**src/rtl/ram_loader_pkg.sv**
```systemverilog
// Shared types and constants for the serial program loader.
// The checksum helper is only referenced when RAM_LOADER_CHECKSUM_EN is defined.
package ram_loader_pkg;

    localparam int LDR_DEPTH  = 16;
    localparam int LDR_ADDR_W = 4;
    localparam int LDR_DATA_W = 8;

    typedef enum logic [2:0] {
        IDLE  = 3'd0,
        SHIFT = 3'd1,
        CLEAR = 3'd2,
        BURST = 3'd3,
        DONE  = 3'd4
    } ldr_state_e;

    typedef logic [LDR_DEPTH-1:0][LDR_DATA_W-1:0] ldr_image_t;

    function automatic logic [LDR_DATA_W-1:0] ldr_checksum(input ldr_image_t img);
        logic [LDR_DATA_W-1:0] sum;
        sum = '0;
        for (int i = 0; i < LDR_DEPTH; i++) begin
            sum = sum + img[i];
        end
        return sum;
    endfunction

endpackage

```
**src/rtl/ram_loader_edge_detector.sv**
```systemverilog
// Rising-edge detector for an already-synchronised level; rise is a
// single-cycle enable qualified against the previous sample.
module ram_loader_edge_detector (
    input  logic clk,
    input  logic rst,
    input  logic sig,
    output logic rise
);

    logic prev_q;
    logic prev_d;

    always_comb begin
        prev_d = sig;
    end

    always_ff @(posedge clk) begin
        if (rst) begin
            prev_q <= 1'b0;
        end else begin
            prev_q <= prev_d;
        end
    end

    assign rise = sig & ~prev_q;

endmodule

```
**src/rtl/ram_loader.sv**
```systemverilog
// Serial (SPI mode 0, MSB first) program loader that stages a 16-byte image and
// bursts it into the RAM. Define RAM_LOADER_CHECKSUM_EN for a trailing checksum byte.
module ram_loader
    import ram_loader_pkg::*;
#(
    parameter int SYNC_STAGES = 2
) (
    input  logic                  clk,
    input  logic                  rst,
    input  logic                  ld_sclk,
    input  logic                  ld_sdata,
    input  logic                  ld_cs_n,
    output logic                  prog_mode,
    output logic [LDR_DATA_W-1:0] w_data,
    output logic                  busy,
    output logic                  done,
    output logic                  err,
    output logic [2:0]            dbg_state
);

    localparam logic [LDR_ADDR_W-1:0] LAST_IDX = LDR_ADDR_W'(LDR_DEPTH - 1);
`ifdef RAM_LOADER_CHECKSUM_EN
    localparam logic [LDR_ADDR_W:0] CHK_BYTE = (LDR_ADDR_W + 1)'(LDR_DEPTH);
`else
    localparam logic [LDR_ADDR_W:0] LAST_BYTE = (LDR_ADDR_W + 1)'(LDR_DEPTH - 1);
`endif

    logic [SYNC_STAGES-1:0] sclk_sync_q, sclk_sync_d;
    logic [SYNC_STAGES-1:0] sdata_sync_q, sdata_sync_d;
    logic [SYNC_STAGES-1:0] cs_n_sync_q, cs_n_sync_d;
    logic sclk_s, sdata_s, cs_n_s, sclk_rise;

    ldr_state_e             state_q, state_d;
    logic [2:0]             bit_cnt_q, bit_cnt_d;
    logic [LDR_ADDR_W:0]    byte_cnt_q, byte_cnt_d;
    logic [LDR_ADDR_W-1:0]  idx_q, idx_d, idx_nxt;
    logic [LDR_DATA_W-2:0]  shreg_q, shreg_d;
    ldr_image_t             img_q, img_d;
    logic                   prog_mode_q, prog_mode_d;
    logic [LDR_DATA_W-1:0]  w_data_q, w_data_d;
    logic                   busy_q, busy_d;
    logic                   done_q, done_d;
    logic                   err_q, err_d;
    logic [LDR_DATA_W-1:0]  new_byte;

    always_comb begin
        sclk_sync_d  = {sclk_sync_q[SYNC_STAGES-2:0], ld_sclk};
        sdata_sync_d = {sdata_sync_q[SYNC_STAGES-2:0], ld_sdata};
        cs_n_sync_d  = {cs_n_sync_q[SYNC_STAGES-2:0], ld_cs_n};
    end

    assign sclk_s  = sclk_sync_q[SYNC_STAGES-1];
    assign sdata_s = sdata_sync_q[SYNC_STAGES-1];
    assign cs_n_s  = cs_n_sync_q[SYNC_STAGES-1];

    ram_loader_edge_detector u_sclk_edge (
        .clk  (clk),
        .rst  (rst),
        .sig  (sclk_s),
        .rise (sclk_rise)
    );

    assign new_byte = {shreg_q, sdata_s};
    assign idx_nxt  = idx_q + LDR_ADDR_W'(1);

    always_comb begin
        state_d     = state_q;
        bit_cnt_d   = bit_cnt_q;
        byte_cnt_d  = byte_cnt_q;
        idx_d       = idx_q;
        shreg_d     = shreg_q;
        img_d       = img_q;
        prog_mode_d = prog_mode_q;
        w_data_d    = w_data_q;
        busy_d      = busy_q;
        done_d      = 1'b0;
        err_d       = 1'b0;

        case (state_q)
            IDLE: begin
                if (!cs_n_s) begin
                    state_d    = SHIFT;
                    busy_d     = 1'b1;
                    bit_cnt_d  = '0;
                    byte_cnt_d = '0;
                end
            end
            SHIFT: begin
                // Frame select released before the image is complete: drop the frame, keep img_q.
                if (cs_n_s) begin
                    state_d    = IDLE;
                    err_d      = 1'b1;
                    busy_d     = 1'b0;
                    bit_cnt_d  = '0;
                    byte_cnt_d = '0;
                end else if (sclk_rise) begin
                    shreg_d   = new_byte[LDR_DATA_W-2:0];
                    bit_cnt_d = bit_cnt_q + 3'd1;
                    if (bit_cnt_q == 3'd7) begin
`ifdef RAM_LOADER_CHECKSUM_EN
                        if (byte_cnt_q == CHK_BYTE) begin
                            byte_cnt_d = '0;
                            if (new_byte == ldr_checksum(img_q)) begin
                                state_d     = CLEAR;
                                prog_mode_d = 1'b1;
                                w_data_d    = '0;
                            end else begin
                                state_d = DONE;
                                err_d   = 1'b1;
                                busy_d  = 1'b0;
                            end
                        end else begin
                            img_d[byte_cnt_q[LDR_ADDR_W-1:0]] = new_byte;
                            byte_cnt_d = byte_cnt_q + (LDR_ADDR_W + 1)'(1);
                        end
`else
                        img_d[byte_cnt_q[LDR_ADDR_W-1:0]] = new_byte;
                        if (byte_cnt_q == LAST_BYTE) begin
                            byte_cnt_d  = '0;
                            state_d     = CLEAR;
                            prog_mode_d = 1'b1;
                            w_data_d    = '0;
                        end else begin
                            byte_cnt_d = byte_cnt_q + (LDR_ADDR_W + 1)'(1);
                        end
`endif
                    end
                end
            end
            CLEAR: begin
                state_d  = BURST;
                idx_d    = '0;
                w_data_d = img_q[0];
            end
            BURST: begin
                if (idx_q == LAST_IDX) begin
                    state_d     = DONE;
                    prog_mode_d = 1'b0;
                    w_data_d    = '0;
                    done_d      = 1'b1;
                    busy_d      = 1'b0;
                end else begin
                    idx_d    = idx_nxt;
                    w_data_d = img_q[idx_nxt];
                end
            end
            DONE: begin
                // Stay here until the host ends the frame so trailing bits never start a new one.
                if (cs_n_s) begin
                    state_d = IDLE;
                end
            end
            default: begin
                state_d = IDLE;
            end
        endcase
    end

    always_ff @(posedge clk) begin
        if (rst) begin
            sclk_sync_q  <= '0;
            sdata_sync_q <= '0;
            cs_n_sync_q  <= '1;
            state_q      <= IDLE;
            bit_cnt_q    <= '0;
            byte_cnt_q   <= '0;
            idx_q        <= '0;
            shreg_q      <= '0;
            img_q        <= '0;
            prog_mode_q  <= 1'b0;
            w_data_q     <= '0;
            busy_q       <= 1'b0;
            done_q       <= 1'b0;
            err_q        <= 1'b0;
        end else begin
            sclk_sync_q  <= sclk_sync_d;
            sdata_sync_q <= sdata_sync_d;
            cs_n_sync_q  <= cs_n_sync_d;
            state_q      <= state_d;
            bit_cnt_q    <= bit_cnt_d;
            byte_cnt_q   <= byte_cnt_d;
            idx_q        <= idx_d;
            shreg_q      <= shreg_d;
            img_q        <= img_d;
            prog_mode_q  <= prog_mode_d;
            w_data_q     <= w_data_d;
            busy_q       <= busy_d;
            done_q       <= done_d;
            err_q        <= err_d;
        end
    end

    assign prog_mode = prog_mode_q;
    assign w_data    = w_data_q;
    assign busy      = busy_q;
    assign done      = done_q;
    assign err       = err_q;
    assign dbg_state = state_q;

endmodule

```
**config.mk**
```make
export PLATFORM = sky130hd
export DESIGN_NAME = ram_loader
export DESIGN_NICKNAME = d
export VERILOG_FILES = /design/src/rtl/ram_loader_pkg.sv /design/src/rtl/ram_loader_edge_detector.sv /design/src/rtl/ram_loader.sv
export SDC_FILE = /design/constraint.sdc
export NUM_CORES = 1
export LEC_CHECK = 0
export BUFFER_PORTS_ARGS = -buffer_cell sky130_fd_sc_hd__buf_2
export CAP_MARGIN = 20
export CELL_PAD_IN_SITES_DETAIL_PLACEMENT = 0
export CELL_PAD_IN_SITES_GLOBAL_PLACEMENT = 2
export CORE_MARGIN = 2
export CORE_UTILIZATION = 44
export CTS_CLUSTER_DIAMETER = 40
export DETAILED_ROUTE_END_ITERATION = 8
export PLACE_DENSITY_LB_ADDON = 0.2
export SETUP_SLACK_MARGIN = 0.4
export SYNTH_ARGS = -nofsm -noshare
export SYNTH_HDL_FRONTEND = slang
export SYNTH_SLANG_ARGS = --single-unit
```
**constraint.sdc**
```tcl
create_clock -name clk -period 3.85 [get_ports clk]
set_input_delay 0 -clock clk [delete_from_list [all_inputs] [get_ports clk]]
set_output_delay 0 -clock clk [all_outputs]
set_load 0.02 [all_outputs]
```
# Yosys cells after proc, flatten, opt, wreduce, memory -nomap -nowiden
# Index checks and enable logic that the tools add are counted.
# totals
reg_bits	169
latch_bits	0
ram_bits	0
romBits	0
in_bits	5
out_inout_bits	15
wordCells	120
memories	0
# op_classes
add_sub_neg	3
mul	0
div_mod_pow	0
order_cmp	3
n_eq_ne	19
n_shift	0
n_mux	42
bitwise	5
n_reduce_logical	18
# ops
operator	count
128-bit bitwise mux	1
8-bit 2-to-1 mux	7
8-bit binary-select mux with 4-bit select	1
8-bit demux with 4-bit select	1
3-bit 2-to-1 mux	10
5-bit 2-to-1 mux	5
8-bit one-hot mux with 3 select lines	1
2-bit inequality test (second input constant)	9
3-bit one-hot mux with 5 select lines	1
4-bit AND reduction	3
6-bit AND reduction	2
4-bit by 5-bit less-than comparator with 1-bit output (second input constant)	2
5-bit one-hot mux with 2 select lines	1
1-bit 2-to-1 mux	9
3-bit inequality test (second input constant)	3
4-bit one-hot mux with 2 select lines	1
3-bit by 2-bit equality test with 1-bit output (second input constant)	2
3-bit equality test (second input constant)	2
3-bit one-hot mux with 2 select lines	1
3-bit AND reduction	2
2-bit nonzero test	3
3-bit nonzero test	2
5-bit by 1-bit adder with 5-bit output (second input constant)	1
5-bit by 4-bit equality test with 1-bit output (second input constant)	1
other kinds (15)	19

# Logic depth before layout (Yosys ltp)
# depth
depth_word	6
depth_mapped	9
ltp_nobuf	7

# Modules after synthesis
# Synthesis repeated with hierarchy kept, for this count alone.
# unflattened
cells_unflattened	873
area_unflattened_um2	7500.9
# modules_own_cells
module	instances	cells_per_inst	area_per_inst_um2	seq_area_each_um2
ram_loader	1	870	7453.4	3363.2
ram_loader_edge_detector	1	3	47.5	20.0

# Worst setup path before layout
# OpenSTA, ideal clock, no wires.
# synth_timing
path_type	register to register
startpoint	register idx_q[0]
endpoint	register w_data_q[1] (netlist: w_data[1])
setup_time_ns	0.130
arrival_time_ns	2.130
required_time_ns	3.720
slack_ns	1.590
path_stages_with_launch	8
path_buffers	2
period_less_slack_ns	2.260
cell_sequence	dfxtp_1 ha_1 buf_4 clkbuf_1 mux4_2 mux2_4 a222oi_1 o21ai_1
# synth_via
elab_chain_len	5
word_cells_on_any_way	6
classes_between	add/sub: 1; eq/ne: 1; mux: 4
# synth_lines
item	line	rtl
start, declared	ram_loader.sv:36	logic [LDR_ADDR_W-1:0] idx_q, idx_d, idx_nxt;
start signal, assigned	ram_loader.sv:182	idx_q <= idx_d;
4-bit by 1-bit adder with 4-bit output	ram_loader.sv:64	assign idx_nxt = idx_q + LDR_ADDR_W'(1);
8-bit binary-select mux with 4-bit select	ram_loader.sv:144	w_data_d = img_q[idx_nxt];
8-bit 2-to-1 mux (implied by the code)	ram_loader.sv:144	
8-bit 2-to-1 mux (*)	ram_loader.sv:136	if (idx_q == LAST_IDX) begin
8-bit one-hot mux with 3 select lines (*)	ram_loader.sv:79	case (state_q)
end signal, assigned	ram_loader.sv:186	w_data_q <= w_data_d;
end, declared	ram_loader.sv:40	logic [LDR_DATA_W-1:0] w_data_q, w_data_d;
# Mark *: on every way between the ends. The rest lies on a longest branch, timed or not. The select of a mux whose other input is x is not followed.
# A chain may end at the register's enable or synchronous reset.

# Worst setup path in the final report
# layout_timing
startpoint	register idx_q[1]
endpoint	register w_data_q[0] (netlist: w_data[0])
# Same word-level chain as after synthesis.

==> metrics.md <==
| Metric | Value |
|---|---|
| TritonCTS Sinks | `169` |
| DRT Wirelength | `19300 um` |
| Pre-CTS setup slack | `1.26 ns` |
| Total grt overflow | `0` |
| CTS tree | `yes` |
| Synthesized net count | `760` |
| Total number of vias | `5446` |
| Initial core utilization | `0.453` |
| R2R setup slack | `1.24 ns` |
| Fin Hold WS | `0.126 ns` |
| CP Capture Type | `flop` |
| Peak Freq | `0.383 GHz` |
| Area leader, netlist | `dfxtp_1` |
| Slew Limit Fails | `0` |
| Die ar. | `18200 um^2` |
| Gate Count Post-Synth | `748` |
| Cts bufs inserted | `17` |
| Clock transition at path regs | `0.07 ns` |
| Final setup margin | `1.24 ns` |
| CTS Buffer Depth | `2` |
| Final Cycle Share | `0.677` |
| Ys async rst share | `0` |
| TritonRoute pass-1 iters | `7` |
| Width of the chip | `135 um` |
| FF-to-FF End | `w_data[0]` |
| Sequential-to-total area share from yosys stat | `0.449` |
| Synth area leaders | `dfxtp_1 (45%), mux2i_1 (15%), mux4_2 (6.0%)` |
| Main synth FF type | `dfxtp_1` |
| Register area | `3380 um^2` |
| Cts repair resizes | `0` |
| Area Growth Syn to Fin | `10.5%` |
| Filler cell count | `1562` |
| Root Driver | `clkbuf_16` |
| HPWL after DPL | `12600 um` |
| Outcome | `finished clean` |
| Yosys warnings | `0` |
| Initial detailed-routing violation count | `443` |
| R2R Path Start | `idx_q[1]` |
| Unrepaired setup endpoints after global routing | `no` |
| Worst setup SP type | `flop` |
| Pleak | `3.69 nW` |
| Share of the synthesized area in the top cell type | `0.449` |
| Min Tclk post-route | `2.61 ns` |
| Crit path from | `idx_q[1]` |
| Final core occ | `0.500` |
| Seq cells post-synth | `169` |
| EDFF count, synth | `0` |
| Slew margin rel. | `0.267` |
| Setup crit end | `w_data[0]` |
| Clk_lat worst skew | `0.43 ns` |
| Diodes inserted | `0` |
| Setup violators final | `0` |
| Antenna viol nets, final | `0` |
| Arrival time worst endpoint | `2.91 ns` |
| P per Cell Area | `421 nW/um^2` |
| Final Hold Fails | `0` |
| Placer Congestion | `0.804` |
| First-pass GRT wire length | `30900 um` |
| Post-route DRC violation count | `0` |
| Syn Area/Cell | `10.1 um^2` |
| Die height | `135 um` |
| Share of post-route cells with drive strength above 1 | `0.141` |
| Worst-Margin Slew | `1.09 ns` |
| WP data required | `4.15 ns` |
| Number of global-route vias before repair | `5275` |
| # nets final | `753` |
| Setup TNS Final | `0 ns` |
| Port bufs | `19` |
| Htree depth | `4` |
| GRT Overall Usage | `0.225` |
| Area of the mapped netlist | `7530 um^2` |
| Crit-path max FO | `16` |
| Initial antenna violation count | `0` |
| FP Rows | `47` |
| Clock skew | `0.00631 ns` |
| Number of cells on the worst reg-to-reg path | `6` |
| Synth cell types | `49` |
| MaxCap Viol Count | `0` |
| Vias per cell | `5.60` |
| Top Ports | `20` |
| Worst hold-check path type | `input pin to flop` |
| WL/cell | `19.8 um` |
| Finished Layout Cells | `973` |
| Multi-input logic area | `3840 um^2` |
| Core ar. | `16600 um^2` |
| Crit Path Category | `flop to flop` |
| Largest vdd supply drop | `0.341 mV` |
| Placed Cells | `939` |
| Largest net degree at the start of global routing | `90` |
-- area by class of cell --
| type | instances | share of cell area |
|---|---|---|
| Clock buffer | 20 | 0.0549 |
| Sequential cell | 169 | 0.407 |
| Timing Repair Buffer | 34 | 0.0262 |
| Multi-Input combinational cell | 513 | 0.462 |
| Inverter | 6 | 0.00271 |
| Tap cell | 220 | 0.0331 |
| Clock inverter | 11 | 0.0149 |
-- timing repair --
action,in CTS,in global routing
hold buffers,3,0
buffers inserted,0,0
endpoints found under the hold margin,3,0
endpoints found under the setup margin,0,0
-- registers in the layout, indices dropped and copies added, names as in the netlist --
signal              flops
img_q                 128
w_data                  8
shreg_q                 7
byte_cnt_q              5
idx_q                   4
bit_cnt_q               3
dbg_state               3
cs_n_sync_q             2
sclk_sync_q             2
sdata_sync_q            2
busy                    1
done                    1
err                     1
prog_mode               1
u_sclk_edge.prev_q      1
-- cell usage after synthesis (all sizes together), types with 2 or more instances --
library cell	instances
nor4	2
a21oi	52
a2111oi	3
mux2i	110
xor2	2
o21ai	10
and2	3
a211oi	3
mux2	7
nor2b	21
a311oi	2
nand2b	3
clkbuf	44
a22oi	3
or2	2
and3	2
ha	7
a221o	7
nand3	51
dfxtp	169
buf	16
nor3	5
mux4	25
nand2	57
a222oi	7
nor2	116
inv	6
-- cell usage in the layout, fill, tap and decap left out, drive strengths merged, types with 2 or more instances in the layout --
cell type / instances
clkinvlp: 6
clkbuf: 20
mux2i: 110
buf: 31
nand2: 57
dfxtp: 169
and3: 2
a22oi: 3
nand3: 51
xor2: 2
nand2b: 3
ha: 7
a222oi: 7
nor2: 116
bufinv: 2
a221o: 7
mux2: 7
or2: 2
nor4: 2
inv: 6
a211oi: 3
a311oi: 2
clkinv: 3
o21ai: 10
mux4: 25
nor2b: 21
and2: 3
dlygate4sd3: 3
a21oi: 52
nor3: 5
a2111oi: 3
-- cell families (layout without fill, tap and decap cells) --
kind of cell             count (synthesis)  after routing  share of synthesized area
XOR/XNOR                                 3              3                    0.00449
adder cells (fa/ha/maj)                  7              7                     0.0116
multiplexers                           142            142                      0.237
buffers and inverters                   66             71                     0.0422
AND/OR/NAND/NOR                        270            270                      0.179
flip-flops                             169            169                      0.449
AO/OA/AOI/OAI                           91             91                     0.0771
-- worst max-delay path, stage by stage, from the launching register on --
cell      delay (ns)
dfxtp_1         0.32
ha_1            0.70
buf_4           0.38
mux4_2          0.33
mux2_4          0.26
a222oi_1        0.36
o21ai_1         0.12
-- worst min-delay path by stage --
stage	startpoint	cells past startpoint	slack, ns	to
3_5_place_dp	ld_cs_n	2	0.19	cs_n_sync_q[0]
6_report	rst	2	0.13	img_q[9]
3_3_place_gp	ld_cs_n	2	0.19	cs_n_sync_q[0]
4_1_cts	rst	2	0.13	img_q[9]
5_1_grt	rst	2	0.16	img_q[12]
2_1_floorplan	ld_cs_n	1	0.10	cs_n_sync_q[0]
-- per-stage QoR --
stage                     total power [mW]  instance area [um^2]
after floorplan                       1.84                  7530
after global placement                1.85                  7710
after detailed placement              1.86                  7710
after CTS                             3.53                  8320
after global routing                  3.62                  8320
final                                 3.50                  8320
-- where the power goes --
group / switching, mW / total (mW) / internal (mW)
Clock: 0.701 / 1.68 / 0.983
Sequential: 0.00729 / 1.76 / 1.75
Combinational: 0.0431 / 0.0576 / 0.0144
-- metal layers --
layer  global-route usage  vias to the layer above  routed length (um)
met2                0.342                      124                8780
met4               0.0655                        0                 341
met1                0.323                     2686                9390
met5                    0                        -                   0
li1                     -                     2613                   -
met3               0.0450                       23                 790
Power figures use the tool's default switching activity.
